`src/rtl/baud_pkg.sv`:
```
// Shared types and defaults for the UART baud tick scheduler.
package baud_pkg;

  localparam int unsigned DIV_W_DEF       = 16;
  localparam int unsigned OSR_DEF         = 16;
  localparam int unsigned DEFAULT_DIV_DEF = 651;
  localparam int unsigned MIN_DIV         = 2;

  typedef enum logic {
    IDLE = 1'b0,
    RUN  = 1'b1
  } state_t;

endpackage

```
`src/rtl/mod_counter.sv`:
```
// Modulo counter: counts 0..limit on inc, wrap flags the terminal increment.
module mod_counter #(
  parameter int unsigned W = 16
) (
  input  logic         clk,
  input  logic         rst_n,
  input  logic         clr,
  input  logic         inc,
  input  logic [W-1:0] limit,
  output logic [W-1:0] count,
  output logic         wrap
);

  assign wrap = inc && (count == limit);

  always_ff @(posedge clk or negedge rst_n) begin
    if (!rst_n) begin
      count <= '0;
    end else if (clr) begin
      count <= '0;
    end else if (inc) begin
      count <= wrap ? '0 : count + W'(1);
    end
  end

endmodule

```
`src/rtl/baud_tick_ctrl.sv`:
```
// Programmable baud tick scheduler: shared prescaler feeding oversample and bit strobes,
// with divisor changes deferred to bit boundaries while running.
module baud_tick_ctrl
  import baud_pkg::*;
#(
  parameter int unsigned DIV_W       = DIV_W_DEF,
  parameter int unsigned OSR         = OSR_DEF,
  parameter int unsigned DEFAULT_DIV = DEFAULT_DIV_DEF
) (
  input  logic             inp_clk,
  input  logic             rst_n,
  input  logic             en,
  input  logic             sync,
  input  logic [DIV_W-1:0] cfg_div,
  input  logic             cfg_valid,
  output logic             cfg_ready,
  output logic             cfg_err,
  output logic             rx_tick,
  output logic             tx_tick,
  output logic [DIV_W-1:0] cur_div,
  output logic             running
);

  localparam int unsigned OS_W = (OSR > 2) ? $clog2(OSR) : 1;

  state_t             state;
  state_t             state_nx;
  logic               pend;
  logic               pend_nx;
  logic [DIV_W-1:0]   pend_div;
  logic [DIV_W-1:0]   pend_div_nx;
  logic [DIV_W-1:0]   cur_div_nx;
  logic               rx_nx;
  logic               tx_nx;
  logic               err_nx;
  logic               ready_nx;

  logic               live;
  logic               hs;
  logic               bad;
  logic               cnt_clr;
  logic [DIV_W-1:0]   pre_limit;
  logic [DIV_W-1:0]   pre_cnt;
  logic               pre_wrap;
  logic [OS_W-1:0]    os_cnt;
  logic               os_wrap;

  // Counts are only observed through the wrap flags.
  logic               unused_cnt;
  assign unused_cnt = ^{pre_cnt, os_cnt};

  assign live      = (state == RUN) && en;
  assign hs        = cfg_valid && cfg_ready;
  assign bad       = cfg_div < DIV_W'(MIN_DIV);
  assign cnt_clr   = !live || sync;
  assign pre_limit = cur_div - DIV_W'(1);

  mod_counter #(.W(DIV_W)) u_pre (
    .clk   (inp_clk),
    .rst_n (rst_n),
    .clr   (cnt_clr),
    .inc   (state == RUN),
    .limit (pre_limit),
    .count (pre_cnt),
    .wrap  (pre_wrap)
  );

  mod_counter #(.W(OS_W)) u_os (
    .clk   (inp_clk),
    .rst_n (rst_n),
    .clr   (cnt_clr),
    .inc   (pre_wrap),
    .limit (OS_W'(OSR - 1)),
    .count (os_cnt),
    .wrap  (os_wrap)
  );

  always_ff @(posedge inp_clk or negedge rst_n) begin
    if (!rst_n) begin
      state     <= IDLE;
      rx_tick   <= 1'b0;
      tx_tick   <= 1'b0;
      cfg_err   <= 1'b0;
      cfg_ready <= 1'b1;
      running   <= 1'b0;
      cur_div   <= DIV_W'(DEFAULT_DIV);
      pend      <= 1'b0;
      pend_div  <= '0;
    end else begin
      state     <= state_nx;
      rx_tick   <= rx_nx;
      tx_tick   <= tx_nx;
      cfg_err   <= err_nx;
      cfg_ready <= ready_nx;
      running   <= (state_nx == RUN);
      cur_div   <= cur_div_nx;
      pend      <= pend_nx;
      pend_div  <= pend_div_nx;
    end
  end

  always_comb begin
    state_nx    = state;
    rx_nx       = 1'b0;
    tx_nx       = 1'b0;
    err_nx      = hs && bad;
    ready_nx    = cfg_ready;
    cur_div_nx  = cur_div;
    pend_nx     = pend;
    pend_div_nx = pend_div;

    unique case (state)
      IDLE: if (en)  state_nx = RUN;
      RUN:  if (!en) state_nx = IDLE;
    endcase

    // sync beats a coincident wrap: no strobe, no pending apply.
    if (live && !sync && pre_wrap) begin
      rx_nx = 1'b1;
      tx_nx = os_wrap;
    end

    if (!live) begin
      if (pend) begin
        cur_div_nx = pend_div;
        pend_nx    = 1'b0;
        ready_nx   = 1'b1;
      end
      if (hs && !bad) cur_div_nx = cfg_div;
    end else begin
      if (tx_nx && pend) begin
        cur_div_nx = pend_div;
        pend_nx    = 1'b0;
        ready_nx   = 1'b1;
      end
      if (hs && !bad) begin
        pend_nx     = 1'b1;
        pend_div_nx = cfg_div;
        ready_nx    = 1'b0;
      end
    end
  end

endmodule

```
`config.mk`:
```
export PLATFORM = sky130hd
export DESIGN_NAME = baud_tick_ctrl
export DESIGN_NICKNAME = d
export VERILOG_FILES = /design/src/rtl/baud_pkg.sv /design/src/rtl/mod_counter.sv /design/src/rtl/baud_tick_ctrl.sv
export SDC_FILE = /design/constraint.sdc
export NUM_CORES = 1
export LEC_CHECK = 0
export BUFFER_PORTS_ARGS = -buffer_cell sky130_fd_sc_hd__buf_2
export CAP_MARGIN = 15
export CORE_MARGIN = 4
export CORE_UTILIZATION = 55
export DETAILED_ROUTE_END_ITERATION = 16
export PLACE_DENSITY = 0.72
export SLEW_MARGIN = 0
export SYNTH_ARGS = -nofsm -noshare
export SYNTH_HDL_FRONTEND = slang
export SYNTH_SLANG_ARGS = --single-unit
export TNS_END_PERCENT = 20
```
`constraint.sdc`:
```
create_clock -name inp_clk -period 6.3 [get_ports inp_clk]
set_input_delay 0.315 -clock inp_clk [delete_from_list [all_inputs] [get_ports inp_clk]]
set_output_delay 0.315 -clock inp_clk [all_outputs]
set_load 0.02 [all_outputs]
```
==> Yosys cells after proc, flatten, opt, wreduce, memory -nomap -nowiden <==
Cells that the tools add are included.
{ "op_classes": {"n_addsub": 3, "magnitude_cmp": 1, "n_eq_ne": 4, "muxes": 20, "n_reduce_logical": 20} }
{ "ops": {"columns": ["cell", "count"], "rows": [
  ["16-bit 2-to-1 mux", 7],
  ["16-bit by 1-bit adder with 16-bit output, second input constant", 1],
  ["16-bit == test", 1],
  ["16-bit by 2-bit less-than comparator with 1-bit output, second input constant", 1],
  ["16-bit by 1-bit subtractor with 16-bit output, second input constant", 1],
  ["4-bit 2-to-1 mux", 3],
  ["1-bit 2-to-1 mux", 10],
  ["1-bit logical AND", 9],
  ["2-bit AND reduction", 3],
  ["2-bit nonzero test", 3],
  ["4-bit by 1-bit adder with 4-bit output, second input constant", 1],
  ["4-bit == test, second input constant", 1],
  ["1-bit zero test", 3],
  ["3-bit by 1-bit != test with 1-bit output, second input constant", 1],
  ["3-bit nonzero test", 1],
  ["2-bit by 1-bit != test with 1-bit output, second input constant", 1],
  ["1-bit logical OR", 1]
]} }
{ "word_totals": {"register_bits": 58, "inputBits": 21, "output_inout_bits": 21} }

==> Depth between registers and ports, before layout <==
{ "logic_depth": {"word_depth": 9, "mapped_depth": 11, "ltp_nobuf": 9} }

==> Hierarchy <==
A second synthesis with hierarchy kept.
{ "unflattened": {"hier_cells": 317, "area_unflattened_um2": 3289.4} }
{ "by_module_without_submodules": {"columns": ["module", "instances", "cells_per_inst", "area_each_um2", "seq_area_each_um2"], "rows": [
  ["baud_tick_ctrl", 1, 168, 1919.3, 958.4],
  ["mod_counter (u_pre)", 1, 123, 1099.8, 400.4],
  ["mod_counter (u_os)", 1, 26, 270.3, 100.1]
]} }

==> Worst setup path after synthesis <==
Ideal clock, no wire load.
{ "synth_path": {"path_kind": "reg2reg", "start": "reg cur_div[0]", "end": "reg u_os.count[3]", "t_arrival_ns": 3.045, "required_ns": 6.222, "path_slack_ns": 3.178, "stages_incl_launch_ff": 10, "path_buffers": 0, "period_less_slack_ns": 3.122, "path_cell_list": "dfstp_2 > inv_1 > ha_1 > nor4b_2 > nand3_1 > xnor2_1 > or4b_4 > a2111o_1 > or4_1 > a21oi_1"} }
{ "synth_between": {"elab_chain_cells": 7, "word_cells_on_any_way": 8, "classes_between": "1 x add/sub; 1 x eq/ne; 3 x mux; 3 x reduce/logical"} }
{ "synth_rtl": {"columns": ["element", "line_no", "rtl"], "rows": [
  ["start, declared", "baud_tick_ctrl.sv:20", "output logic [DIV_W-1:0] cur_div,"],
  ["start signal, assigned", "baud_tick_ctrl.sv:86", "cur_div <= DIV_W'(DEFAULT_DIV);"],
  ["start signal, assigned", "baud_tick_ctrl.sv:96", "cur_div <= cur_div_nx;"],
  ["16-bit by 1-bit subtractor with 16-bit output *", "baud_tick_ctrl.sv:56", "assign pre_limit = cur_div - DIV_W'(1);"],
  ["16-bit == test *", "mod_counter.sv:14", "assign wrap = inc && (count == limit);"],
  ["1-bit logical AND *", "mod_counter.sv:14", null],
  ["1-bit logical AND", "mod_counter.sv:14", null],
  ["4-bit 2-to-1 mux", "mod_counter.sv:22", "count <= wrap ? '0 : count + W'(1);"],
  ["4-bit 2-to-1 mux", "mod_counter.sv:21", "end else if (inc) begin"],
  ["4-bit 2-to-1 mux", "mod_counter.sv:19", "end else if (clr) begin"],
  ["end signal, assigned", "mod_counter.sv:22", null],
  ["end, declared", "mod_counter.sv:10", "output logic [W-1:0] count,"]
]} }
Every way passes the cells marked *; elsewhere a longest branch is shown, timed or not. The select of a mux whose other input is x is not followed.
A chain may end at the register's enable or synchronous reset.

==> Worst setup path after layout <==
{ "layout_path": {"start": "reg cur_div[0]", "end": "reg cur_div[4]"} }
{ "layout_between": {"elab_chain_cells": 8, "word_cells_on_any_way": 9, "classes_between": "1 x add/sub; 2 x eq/ne; 1 x mux; 5 x reduce/logical"} }
{ "layout_rtl": {"columns": ["element", "line_no", "rtl"], "rows": [
  ["16-bit by 1-bit subtractor with 16-bit output *", "baud_tick_ctrl.sv:56", null],
  ["16-bit == test *", "mod_counter.sv:14", null],
  ["1-bit logical AND *", "mod_counter.sv:14", null],
  ["1-bit logical AND (on tied branches)", "mod_counter.sv:14, baud_tick_ctrl.sv:118", null],
  ["1-bit 2-to-1 mux *", "baud_tick_ctrl.sv:118", "if (live && !sync && pre_wrap) begin"],
  ["1-bit logical AND *", "baud_tick_ctrl.sv:131", "if (tx_nx && pend) begin"],
  ["2-bit by 1-bit != test with 1-bit output (no line) *", null, null],
  ["2-bit AND reduction (no line) *", null, null]
]} }
Every way passes the cells marked *; elsewhere a longest branch is shown, timed or not.

==> impl_table.tex <==
\begin{tabular}{lr}
\hline
Metric & Value \\
\hline
\multicolumn{2}{l}{\textbf{Hold path}} \\
Worst hold-check path type & in2async \\
\multicolumn{2}{l}{\textbf{Yosys}} \\
Cell type with the highest aggregate area in the netlist & dfrtp\_1 \\
Post-synthesis register bit count & 58 \\
Nets in the synthesized netlist & 382 \\
Count of synthesis-stage warnings from yosys & 0 \\
Post-Synthesis Mean Instance Area & 9.75 um\^{}2 \\
Portion of synthesized cell area occupied by the leading cell type & 0.373 \\
Number of enable-type register cells in the synthesized netlist & 0 \\
Most instantiated flip-flop cell in the synthesis netlist & dfrtp\_1 \\
Biggest area contributors in the synthesized netlist & dfrtp\_1 37\%, mux2\_2 5.2\%, xor2\_1 5.0\% \\
Number of instances in the synthesized netlist & 358 \\
Post-synthesis sequential area ratio & 0.418 \\
Post-synth cell types & 52 \\
Cell Area, Synth & 0.00349 mm\^{}2 \\
Fraction of registers with async set or reset after synthesis & 1.00 \\
\multicolumn{2}{l}{\textbf{Clock network}} \\
Number of setup buffers added after CTS & 0 \\
Root buffer selected by CTS & clkbuf\_8 \\
Num CTS Buffers & 9 \\
TritonCTS sink count & 58 \\
CTS tree & yes \\
Total of cells resized after clock tree synthesis & 0 \\
Clock edge transition at the registers on the reported setup and hold paths & 0.07 ns \\
Maximum clock path buffer count & 2 \\
Clk\_lat worst skew & 0.34 ns \\
Depth of the CTS H-tree & 3 \\
CTS hold repair buffers & 0 \\
\multicolumn{2}{l}{\textbf{Layout}} \\
Ratio of cells with drive above 1 in the final layout & 0.244 \\
Storage element area & 0.00146 mm\^{}2 \\
Final standard cell count with taps included and fillers excluded & 472 \\
Net total in the final layout & 416 \\
FILL cells & 518 \\
Number of antenna diodes & 0 \\
Synthesis-to-finish area growth & 11.5\% \\
Footprint of the multi-input gates & 0.00191 mm\^{}2 \\
\multicolumn{2}{l}{\textbf{Placement}} \\
\# port buffers & 41 \\
Number of instances in the placed design & 455 \\
Hpwl dp & 5880 um \\
Routability congestion estimate & 0.930 \\
\multicolumn{2}{l}{\textbf{Worst setup path}} \\
Setup CP Type & reg2reg \\
Max Fanout on Critical Path & 18 \\
Data required, critical path & 6.53 ns \\
Category of the worst setup path capture point & flop \\
Arrival time worst endpoint & 3.80 ns \\
Startpoint type of the worst setup path & flop \\
\multicolumn{2}{l}{\textbf{Drt}} \\
WL per Instance & 17.9 um \\
Number of vias after detailed routing & 2,950 \\
Iteration-0 DRC count of the detailed router & 203 \\
Vias per cell & 6.25 \\
First-pass detailed-route iteration total & 5 \\
Number of nets with antenna violations after routing & 0 \\
Total routed wirelength & 8430 um \\
DRC violation count after routing & 0 \\
\multicolumn{2}{l}{\textbf{STA}} \\
Number of hold violations in the final report & 0 \\
Fin crit share & 0.566 \\
Max\_slew headroom & 0.388 \\
Setup violation total in the final timing report & 0 \\
RSZ-0062 raised after global routing & false \\
Maximum clock frequency & 280 MHz \\
Worst-Margin Slew & 0.912 ns \\
Skew final & 0.00797 ns \\
Clock period minus final worst setup slack & 3.57 ns \\
Sum Neg Setup Slack & 0 ns \\
Number of max-slew violations in the final report & 0 \\
\multicolumn{2}{l}{\textbf{Floorplan}} \\
Height of the chip & 87.7 um \\
Core footprint & 0.00603 mm\^{}2 \\
I/O pin total & 42 \\
Starting density of the core & 0.580 \\
Chip Width & 87.7 um \\
Die Footprint & 0.00769 mm\^{}2 \\
Standard-cell rows & 28 \\
\multicolumn{2}{l}{\textbf{Power}} \\
Peak supply drop & 0.139 mV \\
P\_leak & 1.91 nW \\
Power per standard cell area & 181 mW/mm\^{}2 \\
\multicolumn{2}{l}{\textbf{Global routing}} \\
Number of global-route vias before repair & 2,804 \\
Number of antenna violations at the first check in global routing & 0 \\
GRT Overall Usage & 0.238 \\
First-pass GRT wire length & 14,000 um \\
Largest net degree at the start of global routing & 59 \\
Grt ovf & 0 \\
\multicolumn{2}{l}{\textbf{Outcome}} \\
Outcome & finished, final reports clean \\
\multicolumn{2}{l}{\textbf{Job}} \\
Reported max-cap violation count & 0 \\
\hline
\end{tabular}
## final timing paths
kind / startpoint / to / slack (ns) / depth (start not counted)
setup / recovery: cur_div[0]$_DFFE_PN1P_ / cur_div[4]$_DFFE_PN0P_ / 2.73 / 9
hold / removal: rst_n / u_pre.count[13]$_DFFE_PN0P_ / 0.11 / 2
setup reg to reg: cur_div[0]$_DFFE_PN1P_ / cur_div[4]$_DFFE_PN0P_ / 2.73 / 9
hold reg to reg: pend_div[8]$_DFFE_PN0P_ / cur_div[8]$_DFFE_PN0P_ / 0.50 / 1
max in group asynchronous: rst_n / pend_div[0]$_DFFE_PN0P_ / 5.70 / 2
min in group inp_clk: en / state$_DFF_PN0_ / 0.11 / 1
## through the flow
stage                util  instance area (um^2)  power (W)  hold WS [ns]  worst slack (ns)
floorplan               -                  3490   0.000388        0.0194              3.18
global placement    0.616                  3710   0.000407         0.447              2.86
detailed placement  0.616                  3710   0.000408         0.450              2.76
CTS                 0.644                  3880   0.000711        0.0945              2.73
global route        0.646                  3890   0.000731        0.0953              2.44
finish              0.646                  3890   0.000705         0.108              2.73
## state kept, by name, indices dropped and copies added, names as in the netlist
name and flops:
cfg_err 1, cfg_ready 1, cur_div 16, pend 1, pend_div 16, rx_tick 1, state 1, tx_tick 1
u_os.count 4, u_pre.count 16
## kinds of logic (layout without fill, tap and decap cells)
kind of cell | Yosys count | in the layout | synth area share
flops | 58 | 58 | 0.418
fa+ha+maj | 3 | 3 | 0.0107
buf+inv | 27 | 66 | 0.0351
xor+xnor | 34 | 34 | 0.0874
simple gates | 127 | 127 | 0.202
mux | 17 | 17 | 0.0545
compound gates | 92 | 92 | 0.192
## Yosys cell counts, drive strengths merged (8+ instances only)
cell	number
nand2	27
mux2	16
xnor2	14
clkbuf	16
nand4	11
xor2	20
a22o	16
nor4	8
and3	8
nor2	28
nor3	10
dfrtp	52
a21o	16
a22oi	16
nand3	14
o21ai	18
## critical path, cell delays in order (launching register included)
cell,delay [ns]
dfstp_2,0.41
inv_1,0.08
ha_1,0.27
nor4b_2,0.54
nand3_1,0.17
xnor2_1,0.17
or4b_4,0.55
nor4_4,0.84
o21ai_0,0.24
a21o_1,0.20
## report_power, final
| group | internal (W) | switching (W) |
|---|---|---|
| clock | 0.000151 | 0.000154 |
| sequential | 0.000373 | 0.00000108 |
| combinational | 0.00000656 | 0.0000192 |
| total | 0.000531 | 0.000174 |
## metal layers
layer	wire, um	vias to the layer above	track usage
met3	489	15	0.0499
met1	3780	1437	0.337
met5	0	-	0
met4	170	0	0.0907
met2	3990	109	0.360
li1	-	1389	-
## final cells by class
type,count,share of cell area
Multi-Input combinational cell,273,0.491
Sequential cell,58,0.375
Timing Repair Buffer,45,0.0614
Clock buffer,11,0.0363
Tap cell,75,0.0241
Clock inverter,5,0.00771
Inverter,5,0.00482
## cells in the final DEF, fill, tap and decap left out, drive strengths merged, types with 14 or more instances in the layout
cell,instances
a21o,16
a22o,16
a22oi,16
buf,45
dfrtp,52
mux2,16
nand2,27
nand3,14
nor2,28
o21ai,18
xnor2,14
xor2,20
Note: power is estimated with default switching activity, not from simulation.
